[src/rtl/pipe_stall_ctrl_if.sv]
// pipe_stall_ctrl_if: hazard inputs from the D/E/M stages and stall/busy results back to the pipeline
interface pipe_stall_ctrl_if #(parameter int CNT_W = 4);
    logic [4:0]       D_rs_addr;
    logic [4:0]       D_rt_addr;
    logic [1:0]       D_rs_tuse;
    logic [1:0]       D_rt_tuse;
    logic             D_is_md;
    logic [4:0]       E_wa;
    logic [1:0]       E_tnew;
    logic [4:0]       M_wa;
    logic [1:0]       M_tnew;
    logic             E_md_start;
    logic             E_md_div;
    logic             pc_en;
    logic             D_en;
    logic             D_clr;
    logic             E_clr;
    logic             md_busy;
    logic [CNT_W-1:0] md_cnt;
    logic             md_overlap;
    logic [31:0]      stall_cycles;

    modport master (
        output D_rs_addr, D_rt_addr, D_rs_tuse, D_rt_tuse, D_is_md,
               E_wa, E_tnew, M_wa, M_tnew, E_md_start, E_md_div,
        input  pc_en, D_en, D_clr, E_clr, md_busy, md_cnt, md_overlap, stall_cycles
    );
    modport slave (
        input  D_rs_addr, D_rt_addr, D_rs_tuse, D_rt_tuse, D_is_md,
               E_wa, E_tnew, M_wa, M_tnew, E_md_start, E_md_div,
        output pc_en, D_en, D_clr, E_clr, md_busy, md_cnt, md_overlap, stall_cycles
    );
endinterface

[src/rtl/pipe_stall_ctrl.sv]
// pipe_stall_ctrl: Tuse/Tnew and mult/div-busy stall generation, busy countdown and stall counter
module pipe_stall_ctrl #(
    parameter int MULT_CYCLES = 5,
    parameter int DIV_CYCLES  = 10,
    parameter int CNT_W       = 4
) (
    input logic               clk,
    input logic               reset,
    pipe_stall_ctrl_if.slave  bus
);
    logic [CNT_W-1:0] md_cnt_q, md_cnt_d;
    logic             md_overlap_q, md_overlap_d;
    logic [31:0]      stall_cycles_q, stall_cycles_d;
    logic             md_busy, stall_rs, stall_rt, stall_md, stall;

    assign md_busy  = md_cnt_q != '0;
    assign stall_rs = (bus.D_rs_addr != 5'd0) && (bus.D_rs_tuse != 2'd3) &&
                      ((bus.E_wa == bus.D_rs_addr && bus.E_tnew > bus.D_rs_tuse) ||
                       (bus.M_wa == bus.D_rs_addr && bus.M_tnew > bus.D_rs_tuse));
    assign stall_rt = (bus.D_rt_addr != 5'd0) && (bus.D_rt_tuse != 2'd3) &&
                      ((bus.E_wa == bus.D_rt_addr && bus.E_tnew > bus.D_rt_tuse) ||
                       (bus.M_wa == bus.D_rt_addr && bus.M_tnew > bus.D_rt_tuse));
    assign stall_md = bus.D_is_md && (md_busy || bus.E_md_start);
    assign stall    = stall_rs || stall_rt || stall_md;

    // reset is asynchronous, so the held-pipeline outputs must follow it without a clock
    assign bus.pc_en        = reset && !stall;
    assign bus.D_en         = reset && !stall;
    assign bus.E_clr        = !reset || stall;
    assign bus.D_clr        = 1'b0;
    assign bus.md_busy      = md_busy;
    assign bus.md_cnt       = md_cnt_q;
    assign bus.md_overlap   = md_overlap_q;
    assign bus.stall_cycles = stall_cycles_q;

    always_comb begin
        md_cnt_d       = (bus.E_md_start && !md_busy) ?
                         (bus.E_md_div ? CNT_W'(DIV_CYCLES) : CNT_W'(MULT_CYCLES)) :
                         md_busy ? md_cnt_q - CNT_W'(1) : '0;
        md_overlap_d   = md_overlap_q || (bus.E_md_start && md_busy);
        stall_cycles_d = (stall && stall_cycles_q != '1) ? stall_cycles_q + 32'd1 : stall_cycles_q;
    end

    always_ff @(posedge clk or negedge reset) begin
        if (!reset) begin
            md_cnt_q       <= '0;
            md_overlap_q   <= 1'b0;
            stall_cycles_q <= '0;
        end else begin
            md_cnt_q       <= md_cnt_d;
            md_overlap_q   <= md_overlap_d;
            stall_cycles_q <= stall_cycles_d;
        end
    end
endmodule

[src/flat_wrapper.sv]
// flat-port wrapper written by rule: the top's interface ports become plain ports
module pipe_stall_ctrl_flat 
#(
    parameter int MULT_CYCLES = 5,
    parameter int DIV_CYCLES  = 10,
    parameter int CNT_W       = 4
)
  (clk, reset, bus_D_rs_addr, bus_D_rt_addr, bus_D_rs_tuse, bus_D_rt_tuse, bus_D_is_md, bus_E_wa, bus_E_tnew, bus_M_wa, bus_M_tnew, bus_E_md_start, bus_E_md_div, bus_pc_en, bus_D_en, bus_D_clr, bus_E_clr, bus_md_busy, bus_md_cnt, bus_md_overlap, bus_stall_cycles);
  pipe_stall_ctrl_if #(.CNT_W(CNT_W)) bus_i ();
  input logic clk;
  input logic reset;
  input wire logic [$bits(bus_i.D_rs_addr)-1:0] bus_D_rs_addr;
  input wire logic [$bits(bus_i.D_rt_addr)-1:0] bus_D_rt_addr;
  input wire logic [$bits(bus_i.D_rs_tuse)-1:0] bus_D_rs_tuse;
  input wire logic [$bits(bus_i.D_rt_tuse)-1:0] bus_D_rt_tuse;
  input wire logic [$bits(bus_i.D_is_md)-1:0] bus_D_is_md;
  input wire logic [$bits(bus_i.E_wa)-1:0] bus_E_wa;
  input wire logic [$bits(bus_i.E_tnew)-1:0] bus_E_tnew;
  input wire logic [$bits(bus_i.M_wa)-1:0] bus_M_wa;
  input wire logic [$bits(bus_i.M_tnew)-1:0] bus_M_tnew;
  input wire logic [$bits(bus_i.E_md_start)-1:0] bus_E_md_start;
  input wire logic [$bits(bus_i.E_md_div)-1:0] bus_E_md_div;
  output wire logic [$bits(bus_i.pc_en)-1:0] bus_pc_en;
  output wire logic [$bits(bus_i.D_en)-1:0] bus_D_en;
  output wire logic [$bits(bus_i.D_clr)-1:0] bus_D_clr;
  output wire logic [$bits(bus_i.E_clr)-1:0] bus_E_clr;
  output wire logic [$bits(bus_i.md_busy)-1:0] bus_md_busy;
  output wire logic [$bits(bus_i.md_cnt)-1:0] bus_md_cnt;
  output wire logic [$bits(bus_i.md_overlap)-1:0] bus_md_overlap;
  output wire logic [$bits(bus_i.stall_cycles)-1:0] bus_stall_cycles;
  assign bus_i.D_rs_addr = bus_D_rs_addr;
  assign bus_i.D_rt_addr = bus_D_rt_addr;
  assign bus_i.D_rs_tuse = bus_D_rs_tuse;
  assign bus_i.D_rt_tuse = bus_D_rt_tuse;
  assign bus_i.D_is_md = bus_D_is_md;
  assign bus_i.E_wa = bus_E_wa;
  assign bus_i.E_tnew = bus_E_tnew;
  assign bus_i.M_wa = bus_M_wa;
  assign bus_i.M_tnew = bus_M_tnew;
  assign bus_i.E_md_start = bus_E_md_start;
  assign bus_i.E_md_div = bus_E_md_div;
  assign bus_pc_en = bus_i.pc_en;
  assign bus_D_en = bus_i.D_en;
  assign bus_D_clr = bus_i.D_clr;
  assign bus_E_clr = bus_i.E_clr;
  assign bus_md_busy = bus_i.md_busy;
  assign bus_md_cnt = bus_i.md_cnt;
  assign bus_md_overlap = bus_i.md_overlap;
  assign bus_stall_cycles = bus_i.stall_cycles;
  pipe_stall_ctrl #(.MULT_CYCLES(MULT_CYCLES), .DIV_CYCLES(DIV_CYCLES), .CNT_W(CNT_W)) u_core (.clk(clk), .reset(reset), .bus(bus_i));
endmodule
[config.mk]
export PLATFORM = sky130hd
export DESIGN_NAME = pipe_stall_ctrl_flat
export DESIGN_NICKNAME = d
export VERILOG_FILES = /design/src/rtl/pipe_stall_ctrl_if.sv /design/src/rtl/pipe_stall_ctrl.sv /design/src/flat_wrapper.sv
export SDC_FILE = /design/constraint.sdc
export NUM_CORES = 1
export LEC_CHECK = 0
export BUFFER_PORTS_ARGS = -buffer_cell sky130_fd_sc_hd__buf_2
export CAP_MARGIN = 40
export CORE_MARGIN = 2
export CORE_UTILIZATION = 36
export DETAILED_ROUTE_END_ITERATION = 7
export PLACE_DENSITY = 0.66
export SYNTH_ARGS = -nofsm -noshare
export SYNTH_HDL_FRONTEND = slang
export SYNTH_SLANG_ARGS = --single-unit
export TNS_END_PERCENT = 5
[constraint.sdc]
create_clock -name clk -period 7.6 [get_ports clk]
set_clock_uncertainty 0.1 [all_clocks]
set_input_delay 1.52 -clock clk [delete_from_list [all_inputs] [get_ports clk]]
set_output_delay 1.52 -clock clk [all_outputs]
set_load 0.01 [all_outputs]
==> qor.csv <==
metric,value,unit
status,"finished, final reports clean",
CP peak stage delay,0.45,ns
Hold Fails Final Rpt,0,
gr ovfl total,0,
f_max,196.0,MHz
Hold WC Path Type,reg2reg,
layout cells sized above 1,0.2958,
routed wire length,4950,um
DR vias,1971,
ys async rst share,1.000,
Worst R2R Path Depth,6,
sequential fraction of the synthesis area,0.3996,
"most common cell after layout, fill and taps aside",buf_2,
Worst Path Arrival,3.48,ns
number of max-cap violations,0,
top post-synthesis cells by area,"dfrtp_1 (40%), xnor2_1 (16%), ha_1 (4.9%), and3_1 (4.6%), nand3_1 (4.3%)",
Synth-to-Final Area Change,24.14,%
Filler cells,610,
critical path class,in2out,
Mapped Cells,235,
Ports,75,
largest net degree at the start of global routing,28,
Vias per Instance,5.080,
Initial Utilization,0.3691,
"Setup violations, final",0,
Yosys cell types,39,
Die X,84.23,um
DRC viols,0,
Final period util,0.6714,
Worst slew margin,0.5388,
I/O Buffers,73,
Seq pwr share,0.432,
share of the synthesized area in the top cell type,0.3996,
minimum clock period,5.103,ns
Routed WL per cell,12.76,um
clock buffer depth,2,
Clock Latency Late Sink,0.29,ns
Syn Nets,277,
CP startpoint kind,input port,
Mean Syn Cell Area,9.861,um2
worst-margin pin slew,0.6893,ns
routability congestion estimate,0.8273,
"antenna viol nets, final",0,
RSZ-0062 raised after global routing,false,
post-synthesis register bit count,37,
CTS Buf Count,5,
final cell count without fillers,388,
setup_tns,0,ns
"CTS clk-pin slew, worst paths",0.07,ns
Worst Setup End Kind,output pin,
post-CTS sizing,0,
# rows,29,
Synthesis Warnings,0,
Mapped Area,2317,um2
initial DRC count,56,
die height,84.23,um
initial antenna violation count,0,
design area,2877,um2
fin. max-slew vios,0,
Hold Slack,0.3645,ns
first-pass GRT wire length,8742,um
Post-synth EDFFs,0,
CTS Hold Buffers Added,0,
cells along the critical path,buf_2 > inv_1 > ha_1 > nor2b_1 > o21ai_0 > a2111oi_1 > o221ai_2 > nand3_4 > inv_1 > and2_1 > buf_2,
hold path cells,1,
H-tree depth,2,
ANT cells,0,
setup bufs post-CTS,0,
Final Core Density,0.4582,
pwr/cell area,205.3,nW/um2
largest vdd supply drop,0.0001355,V
clock network fraction of total power,0.301,
Critical Path RT,5.98,ns
core area,6277,um2
Leak,0.001395,uW
Total GRT Usage,0.1510,
Placement Cell Area,2756,um2
top_reg_cell synth,dfrtp_1,
most frequent cells in the layout,"buf_2 (73), xnor2_1 (43), dfrtp_1 (37), nand2_1 (20), nand3_1 (20)",
fin nets,352,
CP Max Fanout,27,
Root Driver,clkbuf_8,
"Slowest-stage cell, CP",a2111oi_1,
Synth area leader,dfrtp_1,
clock sink count,37,
dpl hpwl,3878,um
vias in the first global route,1881,
P_sw,186.9,uW
Pre-antenna DRT Iters,4,
dpl cells,380,
full die area,7095,um2
CTS tree,done,
Gate power share,0.267,
Net Sw Frac,0.3165,
cell internal pwr,403.6,uW
[per-stage QoR]
step                total power [uW]  worst slack (ns)
global route                   631.9             2.265
detailed placement             418.3             2.480
finish                         590.6             2.497
floorplan                      355.8             2.784
CTS                            599.6             2.485
global placement               413.3             2.587
[final cells by class]
| type | count | area (um2) | area share |
|---|---|---|---|
| tap | 77 | 96.34 | 0.03349 |
| inverter | 10 | 37.54 | 0.01305 |
| timing repair buffer | 74 | 392.9 | 0.1366 |
| multi-input combinational | 182 | 1304 | 0.4532 |
| clock inverter | 2 | 37.54 | 0.01305 |
| clock buffer | 6 | 82.58 | 0.02871 |
| sequential | 37 | 925.9 | 0.3219 |
[layer usage]
metal | share of wire | track usage
met4 | 0.018 | 0.06012
met5 | 0 | 0
met2 | 0.46 | 0.2431
met3 | 0.060 | 0.03245
met1 | 0.46 | 0.1984
[kinds of logic (layout without fill, tap and decap cells)]
logic type	Yosys count	after routing	synth area share
flops	37	37	0.3996
xor+xnor	49	49	0.1852
compound gates	20	20	0.06749
fa+ha+maj	9	9	0.04860
simple gates	100	100	0.2435
other cells	1	1	0.001618
buf+inv	16	92	0.03780
mux	3	3	0.01620
[power by group through the flow]
stage / clock [uW] / combinational, uW / sequential, uW
finish: 178 / 157 / 255
global route: 193 / 178 / 262
CTS: 184 / 160 / 255
detailed placement: 0 / 160 / 258
global placement: 0 / 155 / 258
floorplan: 0 / 89.8 / 266
[critical path: cells and delay by family]
family	cells	cell delay, ns
AND/OR/NAND/NOR	3	0.57
AO/OA/AOI/OAI	3	0.75
buffers and inverters	4	0.36
adder cells (fa/ha/maj)	1	0.28
[cell usage after synthesis (3+ instances only)]
| library cell | n |
|---|---|
| a21oi_1 | 4 |
| and2_1 | 3 |
| and3_1 | 17 |
| buf_4 | 3 |
| dfrtp_1 | 37 |
| ha_1 | 9 |
| inv_1 | 10 |
| nand2_1 | 20 |
| nand3_1 | 20 |
| nand4_1 | 12 |
| nor2_1 | 10 |
| o21ai_0 | 5 |
| xnor2_1 | 43 |
| xor2_1 | 6 |
[final timing paths]
kind	slack [ns]	startpoint	endpoint
setup / recovery	2.50	bus_D_rt_tuse[1]	bus_D_en
hold / removal	0.36	u_core.bus.md_overlap	u_core.bus.md_overlap
setup reg to reg	4.96	u_core.bus.stall_cycles[0]	u_core.bus.stall_cycles[1]
hold reg to reg	0.36	u_core.bus.md_overlap	u_core.bus.md_overlap
max in group asynchronous	5.91	reset	u_core.bus.stall_cycles[17]
min in group asynchronous	1.04	reset	u_core.bus.stall_cycles[8]
[registers in the layout, summed over array words and instances (netlist names)]
signal                   flops
u_core.bus.md_cnt            4
u_core.bus.stall_cycles     32
u_core.bus.md_overlap        1
Power figures use the tool's default switching activity.
